$ cat config.mk
export PLATFORM = sky130hd
export DESIGN_NAME = pcie_tx_arbiter_flat
export DESIGN_NICKNAME = d
export VERILOG_FILES = /design/src/rtl/pcie_tx_arbiter_if.sv /design/src/rtl/pcie_tx_arbiter.sv /design/src/flat_wrapper.sv
export SDC_FILE = /design/constraint.sdc
export NUM_CORES = 1
export LEC_CHECK = 0
export ABC_AREA = 1
export CORE_MARGIN = 2
export CORE_UTILIZATION = 40
export DETAILED_ROUTE_END_ITERATION = 16
export PLACE_DENSITY = 0.81
export SETUP_SLACK_MARGIN = 0.3
export SLEW_MARGIN = 20
export SYNTH_ARGS = -nofsm -noshare
export SYNTH_HDL_FRONTEND = slang
export SYNTH_SLANG_ARGS = --single-unit
$ cat constraint.sdc
create_clock -name clk_125 -period 1.94 [get_ports clk_125]
set_input_delay 0.291 -clock clk_125 [delete_from_list [all_inputs] [get_ports clk_125]]
set_output_delay 0.291 -clock clk_125 [all_outputs]
set_load 0.01 [all_outputs]
$ cat src/rtl/pcie_tx_arbiter_if.sv
// Bundle of the TLP source handshakes, credit advertisements and the core's VC0 transmit port.
// master = the arbiter's view, slave = the sources/core side.
interface pcie_tx_arbiter_if #(
    parameter int N_REQ = 2
);
    logic [N_REQ-1:0]    src_req;
    logic [N_REQ-1:0]    src_cpl;
    logic [N_REQ*10-1:0] src_len;
    logic [N_REQ-1:0]    src_gnt;
    logic [N_REQ-1:0]    src_st;
    logic [N_REQ-1:0]    src_end;
    logic [N_REQ*16-1:0] src_data;
    logic [8:0]          tx_ca_ph;
    logic [12:0]         tx_ca_pd;
    logic [8:0]          tx_ca_cplh;
    logic [12:0]         tx_ca_cpld;
    logic                tx_ca_p_recheck;
    logic                tx_ca_cpl_recheck;
    logic                tx_req;
    logic                tx_rdy;
    logic                tx_st;
    logic                tx_end;
    logic [15:0]         tx_data;

    modport master (
        input  src_req, src_cpl, src_len, src_st, src_end, src_data,
        input  tx_ca_ph, tx_ca_pd, tx_ca_cplh, tx_ca_cpld,
        input  tx_ca_p_recheck, tx_ca_cpl_recheck, tx_rdy,
        output src_gnt, tx_req, tx_st, tx_end, tx_data
    );

    modport slave (
        output src_req, src_cpl, src_len, src_st, src_end, src_data,
        output tx_ca_ph, tx_ca_pd, tx_ca_cplh, tx_ca_cpld,
        output tx_ca_p_recheck, tx_ca_cpl_recheck, tx_rdy,
        input  src_gnt, tx_req, tx_st, tx_end, tx_data
    );
endinterface

$ cat src/rtl/pcie_tx_arbiter.sv
// Round-robin, credit-aware arbiter sharing the PCIe VC0 transmit port between N_REQ TLP sources.
// The granted source's stream is muxed combinationally onto the core while in XFER.
module pcie_tx_arbiter #(
    parameter int N_REQ  = 2,
    parameter int TO_CYC = 64
) (
    input  logic              clk_125,
    input  logic              sys_rst,
    pcie_tx_arbiter_if.master bus,
    output logic              busy,
    output logic              err_timeout
);
    localparam int SW = (N_REQ > 1) ? $clog2(N_REQ) : 1;
    localparam int CW = (TO_CYC > 1) ? $clog2(TO_CYC) : 1;

    typedef enum logic [1:0] {IDLE, REQ, XFER} state_t;

    state_t           state;
    state_t           state_nx;
    logic [SW-1:0]    sel;
    logic [SW-1:0]    rr_ptr;
    logic [SW-1:0]    pick;
    logic [SW-1:0]    idx_s;
    logic [CW-1:0]    cnt;
    logic             st_seen;
    logic             any_elig;
    logic             sel_recheck;
    logic             timeout_hit;
    logic [N_REQ-1:0] fit;
    logic [N_REQ-1:0] elig;
    int               idx;

    function automatic logic credit_fit(input logic [8:0] hdr, input logic [12:0] dat,
                                        input logic [9:0] len);
        logic [12:0] need;
        need = (13'(len) + 13'd3) >> 2;
        return (hdr[8] | (hdr[7:0] != 8'd0)) &
               ((len == 10'd0) | dat[12] | ({1'b0, dat[11:0]} >= need));
    endfunction

    always_comb begin
        fit = '0;
        for (int i = 0; i < N_REQ; i++) begin
            if (bus.src_cpl[i])
                fit[i] = credit_fit(bus.tx_ca_cplh, bus.tx_ca_cpld, bus.src_len[i*10 +: 10]);
            else
                fit[i] = credit_fit(bus.tx_ca_ph, bus.tx_ca_pd, bus.src_len[i*10 +: 10]);
        end
    end

    assign elig = bus.src_req & fit;

    // Scan rr_ptr+1 .. rr_ptr; the first eligible source wins, ineligible ones are skipped.
    always_comb begin
        any_elig = 1'b0;
        pick     = '0;
        idx      = 0;
        idx_s    = '0;
        for (int k = 1; k <= N_REQ; k++) begin
            idx = int'(rr_ptr) + k;
            if (idx >= N_REQ)
                idx = idx - N_REQ;
            idx_s = SW'(idx);
            if (!any_elig && elig[idx_s]) begin
                any_elig = 1'b1;
                pick     = idx_s;
            end
        end
    end

    assign sel_recheck = bus.src_cpl[sel] ? bus.tx_ca_cpl_recheck : bus.tx_ca_p_recheck;
    assign timeout_hit = !st_seen && !bus.src_st[sel] && (cnt == CW'(TO_CYC - 1));

    always_ff @(posedge clk_125 or posedge sys_rst) begin
        if (sys_rst)
            state <= IDLE;
        else
            state <= state_nx;
    end

    // tx_rdy is checked first in REQ: once the core commits, credit rechecks no longer matter.
    always_comb begin
        state_nx = state;
        case (state)
            IDLE: if (any_elig) state_nx = REQ;
            REQ: begin
                if (bus.tx_rdy)
                    state_nx = XFER;
                else if ((sel_recheck && !fit[sel]) || !bus.src_req[sel])
                    state_nx = IDLE;
            end
            XFER: if (bus.src_end[sel] || timeout_hit) state_nx = IDLE;
            default: state_nx = IDLE;
        endcase
    end

    always_comb begin
        bus.tx_req  = 1'b0;
        bus.src_gnt = '0;
        bus.tx_st   = 1'b0;
        bus.tx_end  = 1'b0;
        bus.tx_data = '0;
        busy        = (state != IDLE);
        case (state)
            REQ: bus.tx_req = 1'b1;
            XFER: begin
                bus.src_gnt[sel] = 1'b1;
                bus.tx_st        = bus.src_st[sel];
                bus.tx_end       = bus.src_end[sel];
                bus.tx_data      = bus.src_data[sel*16 +: 16];
            end
            default: ;
        endcase
    end

    // Both a normal end and a timeout abort move the pointer, so the other source goes next.
    always_ff @(posedge clk_125 or posedge sys_rst) begin
        if (sys_rst) begin
            sel         <= '0;
            rr_ptr      <= SW'(N_REQ - 1);
            cnt         <= '0;
            st_seen     <= 1'b0;
            err_timeout <= 1'b0;
        end else begin
            err_timeout <= 1'b0;
            case (state)
                IDLE: if (any_elig) sel <= pick;
                REQ: begin
                    if (bus.tx_rdy) begin
                        cnt     <= '0;
                        st_seen <= 1'b0;
                    end
                end
                XFER: begin
                    if (bus.src_end[sel]) begin
                        rr_ptr <= sel;
                    end else if (timeout_hit) begin
                        rr_ptr      <= sel;
                        err_timeout <= 1'b1;
                    end else if (!st_seen && !bus.src_st[sel]) begin
                        cnt <= cnt + CW'(1);
                    end
                    if (bus.src_st[sel])
                        st_seen <= 1'b1;
                end
                default: ;
            endcase
        end
    end
endmodule
$ cat src/flat_wrapper.sv
// flat-port wrapper written by rule: the top's interface ports become plain ports
module pcie_tx_arbiter_flat 
#(
    parameter int N_REQ  = 2,
    parameter int TO_CYC = 64
)
  (clk_125, sys_rst, busy, err_timeout, bus_src_req, bus_src_cpl, bus_src_len, bus_src_st, bus_src_end, bus_src_data, bus_tx_ca_ph, bus_tx_ca_pd, bus_tx_ca_cplh, bus_tx_ca_cpld, bus_tx_ca_p_recheck, bus_tx_ca_cpl_recheck, bus_tx_rdy, bus_src_gnt, bus_tx_req, bus_tx_st, bus_tx_end, bus_tx_data);
  pcie_tx_arbiter_if #(.N_REQ(N_REQ)) bus_i ();
  input  logic clk_125;
  input  logic sys_rst;
  output logic busy;
  output logic err_timeout;
  input wire logic [$bits(bus_i.src_req)-1:0] bus_src_req;
  input wire logic [$bits(bus_i.src_cpl)-1:0] bus_src_cpl;
  input wire logic [$bits(bus_i.src_len)-1:0] bus_src_len;
  input wire logic [$bits(bus_i.src_st)-1:0] bus_src_st;
  input wire logic [$bits(bus_i.src_end)-1:0] bus_src_end;
  input wire logic [$bits(bus_i.src_data)-1:0] bus_src_data;
  input wire logic [$bits(bus_i.tx_ca_ph)-1:0] bus_tx_ca_ph;
  input wire logic [$bits(bus_i.tx_ca_pd)-1:0] bus_tx_ca_pd;
  input wire logic [$bits(bus_i.tx_ca_cplh)-1:0] bus_tx_ca_cplh;
  input wire logic [$bits(bus_i.tx_ca_cpld)-1:0] bus_tx_ca_cpld;
  input wire logic [$bits(bus_i.tx_ca_p_recheck)-1:0] bus_tx_ca_p_recheck;
  input wire logic [$bits(bus_i.tx_ca_cpl_recheck)-1:0] bus_tx_ca_cpl_recheck;
  input wire logic [$bits(bus_i.tx_rdy)-1:0] bus_tx_rdy;
  output wire logic [$bits(bus_i.src_gnt)-1:0] bus_src_gnt;
  output wire logic [$bits(bus_i.tx_req)-1:0] bus_tx_req;
  output wire logic [$bits(bus_i.tx_st)-1:0] bus_tx_st;
  output wire logic [$bits(bus_i.tx_end)-1:0] bus_tx_end;
  output wire logic [$bits(bus_i.tx_data)-1:0] bus_tx_data;
  assign bus_i.src_req = bus_src_req;
  assign bus_i.src_cpl = bus_src_cpl;
  assign bus_i.src_len = bus_src_len;
  assign bus_i.src_st = bus_src_st;
  assign bus_i.src_end = bus_src_end;
  assign bus_i.src_data = bus_src_data;
  assign bus_i.tx_ca_ph = bus_tx_ca_ph;
  assign bus_i.tx_ca_pd = bus_tx_ca_pd;
  assign bus_i.tx_ca_cplh = bus_tx_ca_cplh;
  assign bus_i.tx_ca_cpld = bus_tx_ca_cpld;
  assign bus_i.tx_ca_p_recheck = bus_tx_ca_p_recheck;
  assign bus_i.tx_ca_cpl_recheck = bus_tx_ca_cpl_recheck;
  assign bus_i.tx_rdy = bus_tx_rdy;
  assign bus_src_gnt = bus_i.src_gnt;
  assign bus_tx_req = bus_i.tx_req;
  assign bus_tx_st = bus_i.tx_st;
  assign bus_tx_end = bus_i.tx_end;
  assign bus_tx_data = bus_i.tx_data;
  pcie_tx_arbiter #(.N_REQ(N_REQ), .TO_CYC(TO_CYC)) u_core (.clk_125(clk_125), .sys_rst(sys_rst), .bus(bus_i), .busy(busy), .err_timeout(err_timeout));
endmodule
==> metrics.yaml, run 1 <==
end_kind: "flip-flop"
power_switching_mw: 0.9665
postCtsHoldBufs: 0
reg2reg_depth: 12
detail_route.iter0.violations: 160
io_buffers: 131
cp.required_ps: 2080
clk_pin_slew_ps: 60
coreArea_um2: 5886
ys_seq_elements: 12
arrival_ps: 2210
place.gp.congestion: 0.9251
fmax_mhz: 483.8
max_slew_margin_pct: 68.29
cts_tree: "built"
detail-route-antenna-nets: 0
setup_viol: 4
drc: 0
r2r_end: "u_core.cnt[4]$_DFFE_PP0P_"
synthesis.nets: 535
die_y_um: 81.60
synth_fa_ha_area_share_pct: 15.06
violations: "setup timing"
grt_pass1_wl_um: 14180
clockBufferDepth: 2
drv_cap: 0
yosys.area_share.simple_pct: 47.43
grt_max_degree: 18
routed_wl_um: 8855
dp_slack_ps: -809.8
synth.distinct_cells: 30
reg2reg_slack_ps: 40
fp-row-count: 28
clockRootBuffer: "clkbuf_8"
finalCritPeriodShare_pct: 106.5
die_area_um2: 6658
fin_ws_ps: -127.1
grt_pass1_vias: 3296
cts_buffers: 3
syn_area_um2: 2409
initial_utilization_pct: 40.92
crit_type: "input pin to flip-flop"
layout_common_cells: "108 x nand2_1, 90 x clkdlybuf4s50_1, 57 x inv_1"
overflow: 0
crit_fanout: 4
intPower_mw: 1.372
hold_violations: 0
n_fill_cell: 452
synthXorXnorAreaFrac_pct: 4.000
fin_skew_ps: 0.6349
fin_util_pct: 77.21
post-dp-hpwl_um: 6956
yosys_warnings: 0
syn_inst: 397
antenna_cells: 0
slew_viol_final: 0
synth_top_family_by_area: "simple AND/OR/NAND/NOR gates"
start_kind: "input pin"
fin_crit_ps: 2067
syn_avg_cell_area_um2: 6.067
drive_above_1_share_pct: 28.14
multi_input_area_um2: 2082
finalNetCount: 729
finalPower_mw: 2.338
grt_use_total_pct: 26.62
die_w_um: 81.60
h-tree-depth: 1
tightestPinTransition_ps: 475.1
synth-seq-area-share_pct: 12.52
antenna_found_initial: 0
combinationalPowerShare_pct: 72.0
firstDrtPassIters: 4
outcome: "finished, violations left"
irDropWorstVdd_mv: 0.5708
p_leak_nw: 2.294
power_density_nw_per_um2: 514.5
synth_compound_area_share_pct: 9.143
layout_commonest_cell: "nand2_1"
syn_to_final_growth_pct: 88.68
numClockSinks: 12
clk_latency_ps: 250
vias_per_cell: 5.087
synthMuxAreaShare_pct: 0.8831
wire_per_inst_um: 13.32
worstHoldPathType: "input pin to async pin"
swShare_pct: 41.33
p_seq_share_pct: 15.7
power.share.clock_pct: 12.2
rsz0062_at_grt: "true"
vias: 3383
pin_count: 132
seqCellArea_um2: 301.5
timing.rr.start: "u_core.sel$_DFFE_PP0P_"
==> power groups by stage <==
stage | Clock, mW | Combinational (mW) | Sequential [mW]
2_1_floorplan | 0 | 0.745 | 0.349
3_3_place_gp | 0 | 1.49 | 0.358
3_5_place_dp | 0 | 1.53 | 0.362
4_1_cts | 0.283 | 1.60 | 0.364
5_1_grt | 0.299 | 1.86 | 0.372
6_report | 0.286 | 1.68 | 0.368
==> critical path, cell delays in order <==
cell and delay, ps:
buf_2 130, nand2_2 70, nor3_2 200, nand2_1 90, xor2_1 180, ha_1 280
inv_1 40, nor2_1 80, nand2_1 50, inv_1 50, nand3_1 70, nor2_1 110
nor2_1 50, nand2_1 50, nand2_1 50, nand2_2 90, nand2_1 70, nand2_2 70
nand2_2 50, nand2_1 70, nand2_1 50
==> layer usage <==
layer / global-route usage (%) / vias to the layer above / routed length [µm]
met5: 0 / - / 0
li1: - / 1680 / -
met4: 10.17 / 0 / 262
met3: 3.956 / 27 / 778
met2: 50.49 / 150 / 4434
met1: 29.69 / 1526 / 3379
==> sequential cells by signal, summed over array words and instances (netlist names) <==
register            cells
u_core.state            2
u_core.sel              1
u_core.cnt              6
u_core.rr_ptr           1
u_core.err_timeout      1
u_core.st_seen          1
==> cell type report <==
| type | count | area share [%] |
|---|---|---|
| clock buffer | 4 | 1.211 |
| inverter | 64 | 5.341 |
| multi-input combinational | 317 | 45.82 |
| sequential | 12 | 6.635 |
| tap | 75 | 2.065 |
| timing repair buffer | 193 | 38.93 |
==> cells in the mapped netlist <==
master    number  area [µm²]
inv_2          1       3.750
a21oi_2        1       8.760
buf_2          1       5.000
mux2i_1        1       10.01
nand4_4        1       21.27
nand4_1        2       12.51
o21ai_0        6       30.03
nor3_1        15       75.07
clkbuf_1       2       7.510
nor4_1         7       43.79
buf_6          1       11.26
ha_1          29       362.9
mux2_2         1       11.26
nand2_1      121       454.2
a22o_1        16       140.1
nand2_4        1       11.26
nor2_1        34       127.6
nand2_2        6       37.54
dfstp_2        1       26.28
xnor2_1        6       52.55
nor2_4         5       56.30
a21oi_1        7       35.03
nand3_2        6       60.06
nand4_2        1       12.51
inv_1         63       236.5
dfrtp_1       11       275.3
a31oi_1        1       6.260
nor2_2         4       25.02
nand3_1       41       205.2
xor2_1         5       43.79
==> through the flow <==
stage	cell area [µm²]	TNS [ps]	hold slack, ps	cells
finish	4544	-267.0	355.9	665
global route	4544	-1069	430.0	665
CTS	4469	-219.4	377.1	663
detailed placement	4189	-1579	479.9	645
global placement	4189	-1491	454.1	645
floorplan	2455	-148.7	155.0	397
==> worst max path at each step <==
| stage | depth (start not counted) | startpoint | slack, ps | end |
|---|---|---|---|---|
| after detailed placement | 24 | bus_src_len[12] | -810 | u_core.sel$_DFFE_PP0P_ |
| after CTS | 22 | bus_src_len[11] | -90 | u_core.sel$_DFFE_PP0P_ |
| after floorplan | 21 | bus_src_len[14] | -110 | u_core.sel$_DFFE_PP0P_ |
| after global placement | 24 | bus_src_len[12] | -770 | u_core.sel$_DFFE_PP0P_ |
| final | 21 | bus_src_len[3] | -130 | u_core.sel$_DFFE_PP0P_ |
| after global routing | 25 | bus_src_len[10] | -320 | u_core.sel$_DFFE_PP0P_ |
==> cells by family (layout without fill, tap and decap cells) <==
group | after synthesis | in the layout
and+or+nand+nor | 244 | 244
buffers and inverters | 68 | 261
AOI/OAI and AO/OA | 31 | 31
adders and majority gates | 29 | 29
DFF | 12 | 12
xor gates and xnor gates | 11 | 11
muxes | 2 | 2
==> repair_timing <==
| action | 4_1_cts | 5_1_grt |
|---|---|---|
| endpoints found under the setup margin | 27 | 30 |
| setup buffers | 13 | 1 |
| gates cloned | 1 | 1 |
| pin swaps | 46 | 19 |
| gates resized for setup | 184 | 19 |
Power figures use the tool's default switching activity.
==> run 2: changes to the inputs <==
--- a/config.mk
+++ b/config.mk
@@ -5,11 +5,10 @@
 export SDC_FILE = /design/constraint.sdc
 export NUM_CORES = 1
 export LEC_CHECK = 0
-export ABC_AREA = 1
 export CORE_MARGIN = 2
-export CORE_UTILIZATION = 40
+export CORE_UTILIZATION = 39
 export DETAILED_ROUTE_END_ITERATION = 16
-export PLACE_DENSITY = 0.81
+export PLACE_DENSITY = 0.82
 export SETUP_SLACK_MARGIN = 0.3
 export SLEW_MARGIN = 20
 export SYNTH_ARGS = -nofsm -noshare
==> run 2 against run 1 <==
The flow still finishes with violations (setup timing); setup slack got worse by 620 ps; non-clock buffer count is 16 higher; via count down 7.9%; clock-buffer cell count unchanged; sequential power is 5% higher; routed wire length is 6.4% higher; synthesized area shrank 7.1%; global-route usage rose by 0.77 points; total power grew 4.7%; sequential share of layout area about the same; cell count shrank 16%; final area is 0.63% lower.
==> metrics.yaml, run 2 <==
cp.required_ps: 2050  # was 2080 ps
clockBufferDepth: 2  # unchanged
crit_type: "input pin to flip-flop"  # unchanged
synthesis.nets: 419  # was 535
max_stage_delay_ps: 390  # was 280 ps
die_y_um: 79.74  # was 81.60 µm
cp_common_cell: "buf_4"  # was nand2_1
design_area_um2: 4516  # was 4544 µm²
grt_use_total_pct: 27.39  # was 26.62%
place.gp.congestion: 0.9220  # was 0.9251
n_fill_cell: 332  # was 452
synth.distinct_cells: 56  # was 30
crit_fanout: 3  # was 4
clk_latency_ps: 240  # was 250 ps
end_kind: "flip-flop"  # unchanged
start_kind: "input pin"  # unchanged
slew_viol_final: 0  # unchanged
crit_chain: "buf_8, buf_4, o21ai_2, xor2_2, ha_1, a2111oi_2, buf_4, o41ai_2, maj3_2, a2bb2oi_2, buf_4, o211ai_1, nand4b_1, o211ai_2"  # was buf_2, nand2_2, nor3_2, nand2_1, xor2_1, ha_1, inv_1, nor2_1, nand2_1, inv_1, nand3_1, nor2_1, nor2_1, nand2_1, nand2_1, nand2_2, nand2_1, nand2_2, nand2_2, nand2_1, nand2_1
postCtsHoldBufs: 0  # unchanged
firstDrtPassIters: 6  # was 4
violations: "setup timing"  # unchanged
drc: 0  # unchanged
top_register: "u_core.cnt"  # unchanged
clk_pin_slew_ps: 50  # was 60 ps
synth_edf_count: 0  # unchanged
vias_per_cell: 5.572  # was 5.087
drv_cap: 0  # unchanged
initial_utilization_pct: 40.38  # was 40.92%
setup_viol: 22  # was 4
wire_per_inst_um: 16.86  # was 13.32 µm
fin_tns_setup_ps: -3213  # was -267.0 ps
grt_pass1_wl_um: 14060  # was 14180 µm
synth_compound_area_share_pct: 19.02  # was 9.143%
synth-main-ff-cell: "dfrtp_1"  # unchanged
synthXorXnorAreaFrac_pct: 10.07  # was 4.000%
syn_area_um2: 2237  # was 2409 µm²
cts_tree: "built"  # unchanged
largest_reg_flops: 6  # unchanged
die_area_um2: 6358  # was 6658 µm²
fmax_mhz: 371.5  # was 483.8 MHz
detail_route.iter0.violations: 201  # was 160
h-tree-depth: 1  # unchanged
layout_common_cells: "107 x clkdlybuf4s50_1, 75 x buf_4, 30 x nor2_1"  # was 108 x nand2_1, 90 x clkdlybuf4s50_1, 57 x inv_1
grt_max_degree: 21  # was 18
overflow: 0  # unchanged
vias: 3115  # was 3383
syn_avg_cell_area_um2: 7.961  # was 6.067 µm²
fp-row-count: 27  # was 28
arrival_ps: 2810  # was 2210 ps
fin_crit_ps: 2692  # was 2067 ps
ys_seq_elements: 12  # unchanged
yosys.area_share.simple_pct: 26.85  # was 47.43%
rsz0062_at_grt: "true"  # unchanged
syn_inst: 281  # was 397
max_slew_margin_pct: 59.93  # was 68.29%
fin_skew_ps: 5.632  # was 0.6349 ps
finalNetCount: 626  # was 729
layout_commonest_cell: "clkdlybuf4s50_1"  # was nand2_1
numClockSinks: 12  # unchanged
antenna_found_initial: 0  # unchanged
io_buffers: 131  # unchanged
power_density_nw_per_um2: 542.1  # was 514.5 nW/µm²
synth_top_cell_by_area: "ha_1"  # was nand2_1
detail-route-antenna-nets: 0  # unchanged
fin_ws_ps: -751.8  # was -127.1 ps
outcome: "finished, violations left"  # unchanged
grt_pass1_vias: 3150  # was 3296
syn_to_final_growth_pct: 101.8  # was 88.68%
yosys_warnings: 0  # unchanged
routed_wl_um: 9424  # was 8855 µm
reg_top3: "u_core.cnt (6), u_core.state (2)"  # unchanged
slowest_stage: "a2111oi_2"  # was ha_1
synthDominantCellAreaShare_pct: 16.22  # was 18.86%
antenna_cells: 0  # unchanged
synth_fa_ha_area_share_pct: 17.11  # was 15.06%
place_area_um2: 4096  # was 4189 µm²
finalCritPeriodShare_pct: 138.8  # was 106.5%
die_w_um: 79.74  # was 81.60 µm
worstHoldPathType: "input pin to async pin"  # unchanged
cts_buffers: 3  # unchanged
coreArea_um2: 5540  # was 5886 µm²
synth-seq-area-share_pct: 13.48  # was 12.52%
irDropWorstVdd_mv: 0.4163  # was 0.5708 mV
yosysMostFrequentCell: "nor2_1"  # was nand2_1
synth-async-reset-ratio_pct: 100.0  # unchanged
drive_above_1_share_pct: 30.80  # was 28.14%
hold_violations: 0  # unchanged
tightestPinTransition_ps: 595.5  # was 475.1 ps
whs_ps: 360.6  # was 355.9 ps
clockRootBuffer: "clkbuf_8"  # unchanged
post-dp-hpwl_um: 7072  # was 6956 µm
synthMuxAreaShare_pct: 10.46  # was 0.8831%
synth_commonest_cells: "34 x nor2_1, 29 x ha_1, 20 x mux2i_1"  # was 121 x nand2_1, 63 x inv_1, 41 x nand3_1
pin_count: 132  # unchanged
synth.area.top_cells: "ha_1 16%, dfrtp_1 12%, mux2i_1 8.9%, nor2_1 5.7%, xor2_1 3.9%"  # was nand2_1 19%, ha_1 15%, dfrtp_1 11%, inv_1 9.8%, nand3_1 8.5%
synth_top_family_by_area: "simple AND/OR/NAND/NOR gates"  # unchanged
p_leak_nw: 1.957  # was 2.294 nW
==> run 2: cell count changes in the layout (fill, tap and decap cells not counted), moves of 17 or more <==
cell / delta
inv_1: -48
nand2_1: -96
mux2i_1: +18
nand3_1: -24
buf_4: +25
clkdlybuf4s50_1: +17
==> run 2: area by class of cell <==
type / count / area [µm²] / area share, %
sequential: 12 / 301.5 / 6.678
inverter: 11 / 41.29 / 0.9144
multi-input combinational: 251 / 2160 / 47.82
timing repair buffer: 209 / 1878 / 41.59
clock buffer: 4 / 45.04 / 0.9975
tap: 72 / 90.09 / 1.995
==> run 2: cell families after synthesis <==
family                   count (synthesis)
XOR/XNOR                                21
multiplexers                            23
AO/OA/AOI/OAI                           58
AND/OR/NAND/NOR                        118
flip-flops                              12
adder cells (fa/ha/maj)                 31
buffers and inverters                   18
==> run 2: worst paths after layout <==
check / from / to / slack (ps) / cells past startpoint
setup reg to reg: u_core.sel$_DFFE_PP0P_ / u_core.cnt[5]$_DFFE_PP0P_ / -130 / 8
hold reg to reg: u_core.st_seen$_DFFE_PP0P_ / u_core.st_seen$_DFFE_PP0P_ / 480 / 1
max in group asynchronous: sys_rst / u_core.rr_ptr$_DFFE_PP1P_ / 1230 / 2
min in group clk_125: u_core.st_seen$_DFFE_PP0P_ / u_core.st_seen$_DFFE_PP0P_ / 480 / 1
setup / recovery: bus_src_len[11] / u_core.state[0]$_DFFE_PP0P_ / -750 / 14
hold / removal: sys_rst / u_core.cnt[0]$_DFFE_PP0P_ / 360 / 2
==> run 2: worst max-delay path: cells and delay by family <==
family                     cells  cell delay (ps)
AOI/OAI and AO/OA              6             1010
xor gates and xnor gates       1              200
adders and majority gates      2              590
buffers and inverters          4              560
and+or+nand+nor                1              150
==> run 2: timing repair <==
action,in CTS,in global routing
hold endpoints to repair,0,0
gates resized for setup,99,33
setup endpoints to repair,31,32
pin swaps,35,25
setup buffers,18,1
==> run 2: per-layer routing <==
layer / routed length (µm) / track usage [%] / share of wire [%]
met1: 3699 / 32.11 / 39
met2: 4876 / 51.93 / 52
met3: 630 / 3.846 / 6.7
met4: 216 / 6.780 / 2.3
met5: 0 / 0 / 0
==> run 2: power by group <==
group	internal, mW	switching (mW)	total (mW)	leakage [nW]
Sequential	0.321	0.0635	0.385	0.157
Combinational	1.00	0.828	1.83	1.78
Clock	0.145	0.0898	0.234	0.0228
Total	1.47	0.982	2.45	1.96
==> run 2: metrics by stage <==
step           total power, mW  setup WS, ps  cells  util (%)
3_3_place_gp             1.934         -1330    536     73.94
6_report                 2.448        -751.8    559     81.50
4_1_cts                  2.354        -782.0    558     79.36
5_1_grt                  2.582        -867.7    559     81.50
3_5_place_dp             1.976         -1473    536     73.94
2_1_floorplan            1.202        -643.4    281         -
